`src/rtl/car_sensor_gen.sv`:
```
// Purpose: emulates the two light-barrier sensors (a = outer, b = inner) for one car passage.
// Latency: start taken at edge N -> a/b non-zero from cycle N+1 -> done pulse in cycle N+1+3*DWELL.
// Backpressure: none; start is only sampled in IDLE, and a start seen while busy is dropped.
//
// Ports:
//   clk   - single clock, all state updates on its rising edge
//   reset - synchronous active-high reset
//   start - request one passage (sampled only in IDLE)
//   dir   - direction sampled with start: 0 = enter, 1 = exit
//   a, b  - registered sensor outputs, 1 = beam blocked
//   busy  - high while a passage is in progress
//   done  - single-cycle pulse in the first IDLE cycle after a passage
//   occ   - occupancy estimate (0..7)
//
// Build option: define CAR_SENSOR_GEN_OCC_EN to enable the saturating occupancy
// tracker. Without it, occ is tied to 0 and no occupancy register exists.

module car_sensor_gen #(
  parameter int DWELL = 2
) (
  input  logic       clk,
  input  logic       reset,
  input  logic       start,
  input  logic       dir,
  output logic       a,
  output logic       b,
  output logic       busy,
  output logic       done,
  output logic [2:0] occ
);

  typedef enum logic [1:0] {
    IDLE = 2'b00,
    PH1  = 2'b01,
    PH2  = 2'b10,
    PH3  = 2'b11
  } state_t;

  // The counter is loaded with DWELL-1 on phase entry, so a phase lasts exactly DWELL cycles.
  localparam logic [7:0] LP_RELOAD = 8'(DWELL - 1);

  state_t     r_state;
  logic [7:0] r_cnt;
  logic       r_dir;
  logic       r_a;
  logic       r_b;
  logic       r_busy;
  logic       r_done;

  logic       w_last;

  assign w_last = (r_cnt == 8'd0);

  always_ff @(posedge clk) begin
    if (reset) begin
      r_state <= IDLE;
      r_cnt   <= 8'd0;
      r_dir   <= 1'b0;
      r_a     <= 1'b0;
      r_b     <= 1'b0;
      r_busy  <= 1'b0;
      r_done  <= 1'b0;
    end else begin
      r_done <= 1'b0;
      case (r_state)
        IDLE: begin
          if (start) begin
            r_state <= PH1;
            r_dir   <= dir;
            r_cnt   <= LP_RELOAD;
            r_busy  <= 1'b1;
            // Enter blocks the outer beam first; exit blocks the inner beam first.
            r_a     <= ~dir;
            r_b     <= dir;
          end
        end
        PH1: begin
          if (w_last) begin
            r_state <= PH2;
            r_cnt   <= LP_RELOAD;
            r_a     <= 1'b1;
            r_b     <= 1'b1;
          end else begin
            r_cnt <= r_cnt - 8'd1;
          end
        end
        PH2: begin
          if (w_last) begin
            r_state <= PH3;
            r_cnt   <= LP_RELOAD;
            // The beam that was blocked first clears first.
            r_a     <= r_dir;
            r_b     <= ~r_dir;
          end else begin
            r_cnt <= r_cnt - 8'd1;
          end
        end
        PH3: begin
          if (w_last) begin
            r_state <= IDLE;
            r_cnt   <= 8'd0;
            r_a     <= 1'b0;
            r_b     <= 1'b0;
            r_busy  <= 1'b0;
            r_done  <= 1'b1;
          end else begin
            r_cnt <= r_cnt - 8'd1;
          end
        end
        default: r_state <= IDLE;
      endcase
    end
  end

  assign a    = r_a;
  assign b    = r_b;
  assign busy = r_busy;
  assign done = r_done;

`ifdef CAR_SENSOR_GEN_OCC_EN
  logic [2:0] r_occ;
  logic       w_finish;

  // Updated on the same edge that raises done, so occ is current in the done cycle.
  assign w_finish = (r_state == PH3) && w_last;

  always_ff @(posedge clk) begin
    if (reset) begin
      r_occ <= 3'd0;
    end else if (w_finish) begin
      if (!r_dir) begin
        if (r_occ != 3'd7) r_occ <= r_occ + 3'd1;
      end else begin
        if (r_occ != 3'd0) r_occ <= r_occ - 3'd1;
      end
    end
  end

  assign occ = r_occ;
`else
  assign occ = 3'd0;
`endif

endmodule
```
`config.mk`:
```
export PLATFORM = sky130hd
export DESIGN_NAME = car_sensor_gen
export DESIGN_NICKNAME = d
export VERILOG_FILES = /design/src/rtl/car_sensor_gen.sv
export SDC_FILE = /design/constraint.sdc
export NUM_CORES = 1
export LEC_CHECK = 0
export ABC_AREA = 1
export BUFFER_PORTS_ARGS = -buffer_cell sky130_fd_sc_hd__buf_2
export CELL_PAD_IN_SITES_DETAIL_PLACEMENT = 0
export CELL_PAD_IN_SITES_GLOBAL_PLACEMENT = 1
export CORE_ASPECT_RATIO = 0.7
export CORE_MARGIN = 2
export CORE_UTILIZATION = 46
export CTS_BUF_LIST = sky130_fd_sc_hd__clkbuf_8
export DETAILED_ROUTE_END_ITERATION = 8
export PLACE_DENSITY = 0.84
export SYNTH_ARGS = -nofsm -noshare
export SYNTH_HDL_FRONTEND = slang
export SYNTH_SLANG_ARGS = --single-unit
```
`constraint.sdc`:
```
create_clock -name clk -period 2.05 [get_ports clk]
set_input_delay 0.3075 -clock clk [delete_from_list [all_inputs] [get_ports clk]]
set_output_delay 0.3075 -clock clk [all_outputs]
set_load 0.01 [all_outputs]
```
=== Word-level counts from Yosys, hierarchy flattened ===
Index checks and enable logic that the tools add are counted.

* Register bits after elaboration: 15
* Bits of input ports: 4
* Output and inout bits: 7

* Add/subtract/negate cells: 1
* Eq/ne operators: 7
* Multiplexer cells: 20
* Bitwise operators: 3
* Reductions and logical operators: 8

{| class="wikitable"
|+ Operator list
! cell !! number
|-
| 2-to-1 mux 8 bit || 3
|-
| case mux 8 bit (3 select lines) || 1
|-
| logical NOT 8 bit || 1
|-
| 2-to-1 mux 1 bit || 8
|-
| 2-to-1 mux 2 bit || 4
|-
| inequality test 2 bit, second input constant || 4
|-
| case mux 1 bit (4 select lines) || 2
|-
| case mux 2 bit (4 select lines) || 1
|-
| subtractor 8 x 1 -> 8 bit, second input constant || 1
|-
| == test 2 bit, second input constant || 2
|-
| AND reduction 4 bit || 1
|-
| OR reduction 2 bit || 2
|-
| NOT 1 bit || 3
|-
| AND reduction 3 bit || 1
|-
| == test 2 x 1 -> 1 bit, second input constant || 1
|-
| logical NOT 2 bit || 1
|-
| case mux 1 bit (2 select lines) || 1
|-
| AND reduction 2 bit || 1
|-
| nonzero test 2 bit || 1
|}

=== Depth between registers and ports, before layout ===
* Depth after elaboration: 3
* Mapped depth: 11
* Gate-level depth less buffers: 11

=== Worst setup path before layout ===
Ideal clock, no wire load.

* Path kind: register to register
* Start: register r_state[0]
* End: register r_a (netlist: a)
* Data arrival time: 1.285 ns
* Path slack: 0.651 ns
* Cell stages (with the launch flop): 8
* Buffers on the path: 0
* Clock period less this slack: 1.399 ns
* Path through: dfxtp_1 > inv_1 > ha_1 > or2_2 > nand2_4 > nand3_4 > nor2_1 > nor2_2

* Cells in the longest elaborated chain, start to end: 3
* Elaborated cells between the ends (all ways): 10
* Those cells by class: eq/ne (7); mux (1); reduce/logical (2)

{| class="wikitable"
|+ RTL lines
! element !! line !! text
|-
| start: declaration || 42 || <nowiki>state_t r_state;</nowiki>
|-
| start signal: assignment || 56 || <nowiki>r_state <= IDLE;</nowiki>
|-
| start signal: assignment || 68 || <nowiki>r_state <= PH1;</nowiki>
|-
| start signal: assignment || 79 || <nowiki>r_state <= PH2;</nowiki>
|-
| == test 2 x 1 -> 1 bit (tied with other cells) || 65 || <nowiki>case (r_state)</nowiki>
|-
| inequality test 2 bit (no source line) || -- ||
|-
| AND reduction 4 bit (no source line) || -- ||
|-
| end signal: assignment || 73 || <nowiki>r_a <= ~dir;</nowiki>
|-
| end signal: assignment || 92 || <nowiki>r_a <= r_dir;</nowiki>
|-
| end: declaration || 45 || <nowiki>logic r_a;</nowiki>
|}

Parallel ways exist; a longest one is shown, timed or not.
A chain may end at the register's enable or synchronous reset.

=== Worst setup path in the final report ===
* Start: register r_state[0]
* End: register r_cnt[7]

* Cells in the longest elaborated chain, start to end: 3
* Elaborated cells between the ends (all ways): 7
* Those cells by class: eq/ne (4); mux (1); reduce/logical (2)

{| class="wikitable"
|+ RTL lines
! element !! line !! text
|-
| == test 2 bit / == test 2 x 1 -> 1 bit (equally long branches) || 65 ||
|-
| OR reduction 2 bit (no source line) || -- ||
|-
| case mux 8 bit (3 select lines) || 65 ||
|-
| end signal: assignment || 84 || <nowiki>r_cnt <= r_cnt - 8'd1;</nowiki>
|-
| end signal: assignment || 95 || <nowiki>r_cnt <= r_cnt - 8'd1;</nowiki>
|-
| end signal: assignment || 107 || <nowiki>r_cnt <= r_cnt - 8'd1;</nowiki>
|-
| end: declaration || 43 || <nowiki>logic [7:0] r_cnt;</nowiki>
|}

Parallel ways exist; a longest one is shown, timed or not.

==> flow_summary.ini <==
[floorplanning]
die_x_um = 58.3
start_util_pct = 49.9
rows = 13
coreArea_sq_mm = 0.00190
die-height_um = 42.0
io_pins = 11
die_area_sq_mm = 0.00245

[detailed_routing]
drc_errors = 0
vias = 746
postRouteAntennaNets = 0
drt_iter0_drc = 11
via_per_inst = 4.58
firstDrtPassIters = 4
drt_wl_total_um = 1680
wl_per_cell_um = 10.3

[setup_path]
cp.required_ns = 2.19
critPathCaptureType = flip-flop
cp_max_fo = 12
ff2ff_path_depth = 10
crit_type = reg -> reg
cp-start-kind = flip-flop
worstPathArrival_ns = 1.78

[logic_synthesis]
ys_warn_count = 0
async_flop_share_pct = 0
synth.area.top_cells = dfxtp_1, nand2_1, inv_1, ha_1, nor2_1
ys.flop_type = dfxtp_1
synthCells = 132
ys_seq_elements = 15
synth_cell_types = 24
synth_most_common_cell = nand2_1
synth_top_cell_by_area = dfxtp_1
synthTopCellsByCount = nand2_1, inv_1, dfxtp_1
yosysSeqAreaShare_pct = 31.6
syn_avg_cell_area_sq_um = 7.19
netlist_area_sq_um = 950
synth_enable_flop_cells = 0
yosys.area.top_type_share_pct = 31.6

[final_layout]
area_delta_synth_final_pct = 9.22
seq_area_sq_um = 300
fillerInstances = 192
n_antenna_cell = 0
multi_input_area_sq_um = 539
fin_nets = 152
fin_area_sq_mm = 0.00104
instances_no_fill = 163
drive_gt1_share_pct = 24.1

[clock_network]
cts.htree.levels = 1
clock_latency_ns = 0.25
cts.repair.resized = 0
cts_buffers = 3
ctsLongestPathBuffers = 2
postCtsSetupRepairBufs = 0
clock_sink_count = 15
cts_hold_buf = 0
cts_tree = built
clk_pin_slew_worst_paths_ns = 0.06
ctsRootBufferMaster = clkbuf_8

[timing]
clock.fmax_mhz = 609
whs_ns = 0.259
fin_crit_sh_pct = 80.0
finalClockSkew_ns = 0.00384
hold_violations = 0
tns_ns = 0
setup_viol = 0
rsz0062_at_grt = false
period_minus_slack_ns = 1.64
slew_viol_final = 0

[global_route]
grt_max_degree = 13
grt-ovfl-total = 0
antenna_found_initial = 0
first_global_vias = 673
grt_pass1_wl_um = 2990
grt_usage_pct = 16.0

[placed_design]
dp.cells = 159
placed_area_sq_um = 992
io_buffer_count = 7
gp_congestion = 0.768
hpwl_um = 1320

[power_and_ir_drop]
irDropWorstVdd_uv = 965
p_leak_nw = 0.538
p_total_mw = 1.74
power_density_mw_per_mm2 = 1670

[hold_path]
hp-class = in -> reg
hold_depth = 2

[job]
drv_cap = 0

[run_status]
status = finished, final reports clean
-- power by group --
| part | switching, mW | internal [mW] |
|---|---|---|
| Combinational | 0.664 | 0.381 |
| Sequential | 0.0706 | 0.390 |
| Clock | 0.0989 | 0.132 |
| Total | 0.833 | 0.904 |
-- cells by family (layout without fill, tap and decap cells) --
family | after synthesis | after routing | synth area share, %
simple gates | 68 | 68 | 40.1
fa+ha+maj | 6 | 6 | 7.90
buf+inv | 28 | 35 | 12.4
flops | 15 | 15 | 31.6
other cells | 1 | 3 | 0.395
compound gates | 14 | 14 | 7.64
-- placed cells by master (no fill, tap or decap) --
cell,instances
a21oi_1,8
buf_2,7
clkbuf_8,3
conb_1,3
dfxtp_1,15
ha_1,6
inv_1,22
inv_2,3
nand2_1,24
nand2_2,4
nand2_4,4
nand3_1,3
nand3_4,1
nand4_1,2
nor2_1,14
nor2_2,5
nor2_4,2
nor3_1,4
nor3_2,3
nor3b_2,1
o21ai_0,4
o21ai_1,1
o31ai_1,1
or2_2,1
-- critical path: stages, from the launching register on --
cell and delay, ns:
dfxtp_1 0.36, inv_1 0.10, ha_1 0.22, inv_1 0.10, nor2_4 0.06, inv_2 0.18
nand4_1 0.18, nor2_1 0.16, nand2_1 0.06, nand2_1 0.07, nor2_2 0.03
-- final timing paths --
kind                                 start  endpoint  slack (ns)
worst min register to register    r_cnt[3]  r_cnt[3]        0.46
worst max register to register  r_state[0]  r_cnt[7]        0.41
worst min-delay path                 reset      done        0.26
worst max-delay path            r_state[0]  r_cnt[7]        0.41
-- sequential cells by signal, indices dropped and copies added (netlist names) --
| signal | count |
|---|---|
| a | 1 |
| r_dir | 1 |
| b | 1 |
| r_state | 2 |
| busy | 1 |
| r_cnt | 8 |
| done | 1 |
-- layer usage --
layer	GRT usage (%)	up-vias	wire length (um)	share of wire (%)
li1	-	416	-	-
met1	21.9	316	913	54
met2	22.9	12	678	40
met3	5.56	2	76	4.5
met4	5.58	0	12	0.71
met5	0	-	0	0
-- layout make-up --
class                   instances  area share [%]
multi-input cells              91            52.0
flip-flops and latches         15            29.0
inverters                      24            8.69
clock buffers                   3            3.98
repair buffers                  7            3.38
well taps                      22            2.65
clock inverters                 1           0.362
-- metrics by stage --
step / setup slack (ns) / util [%]
finish: 0.409 / 54.5
detailed placement: 0.433 / 52.1
global route: 0.263 / 54.5
floorplan: 0.651 / -
global placement: 0.514 / 52.1
CTS: 0.408 / 54.5
No activity file was read; power rests on OpenSTA's default activity.
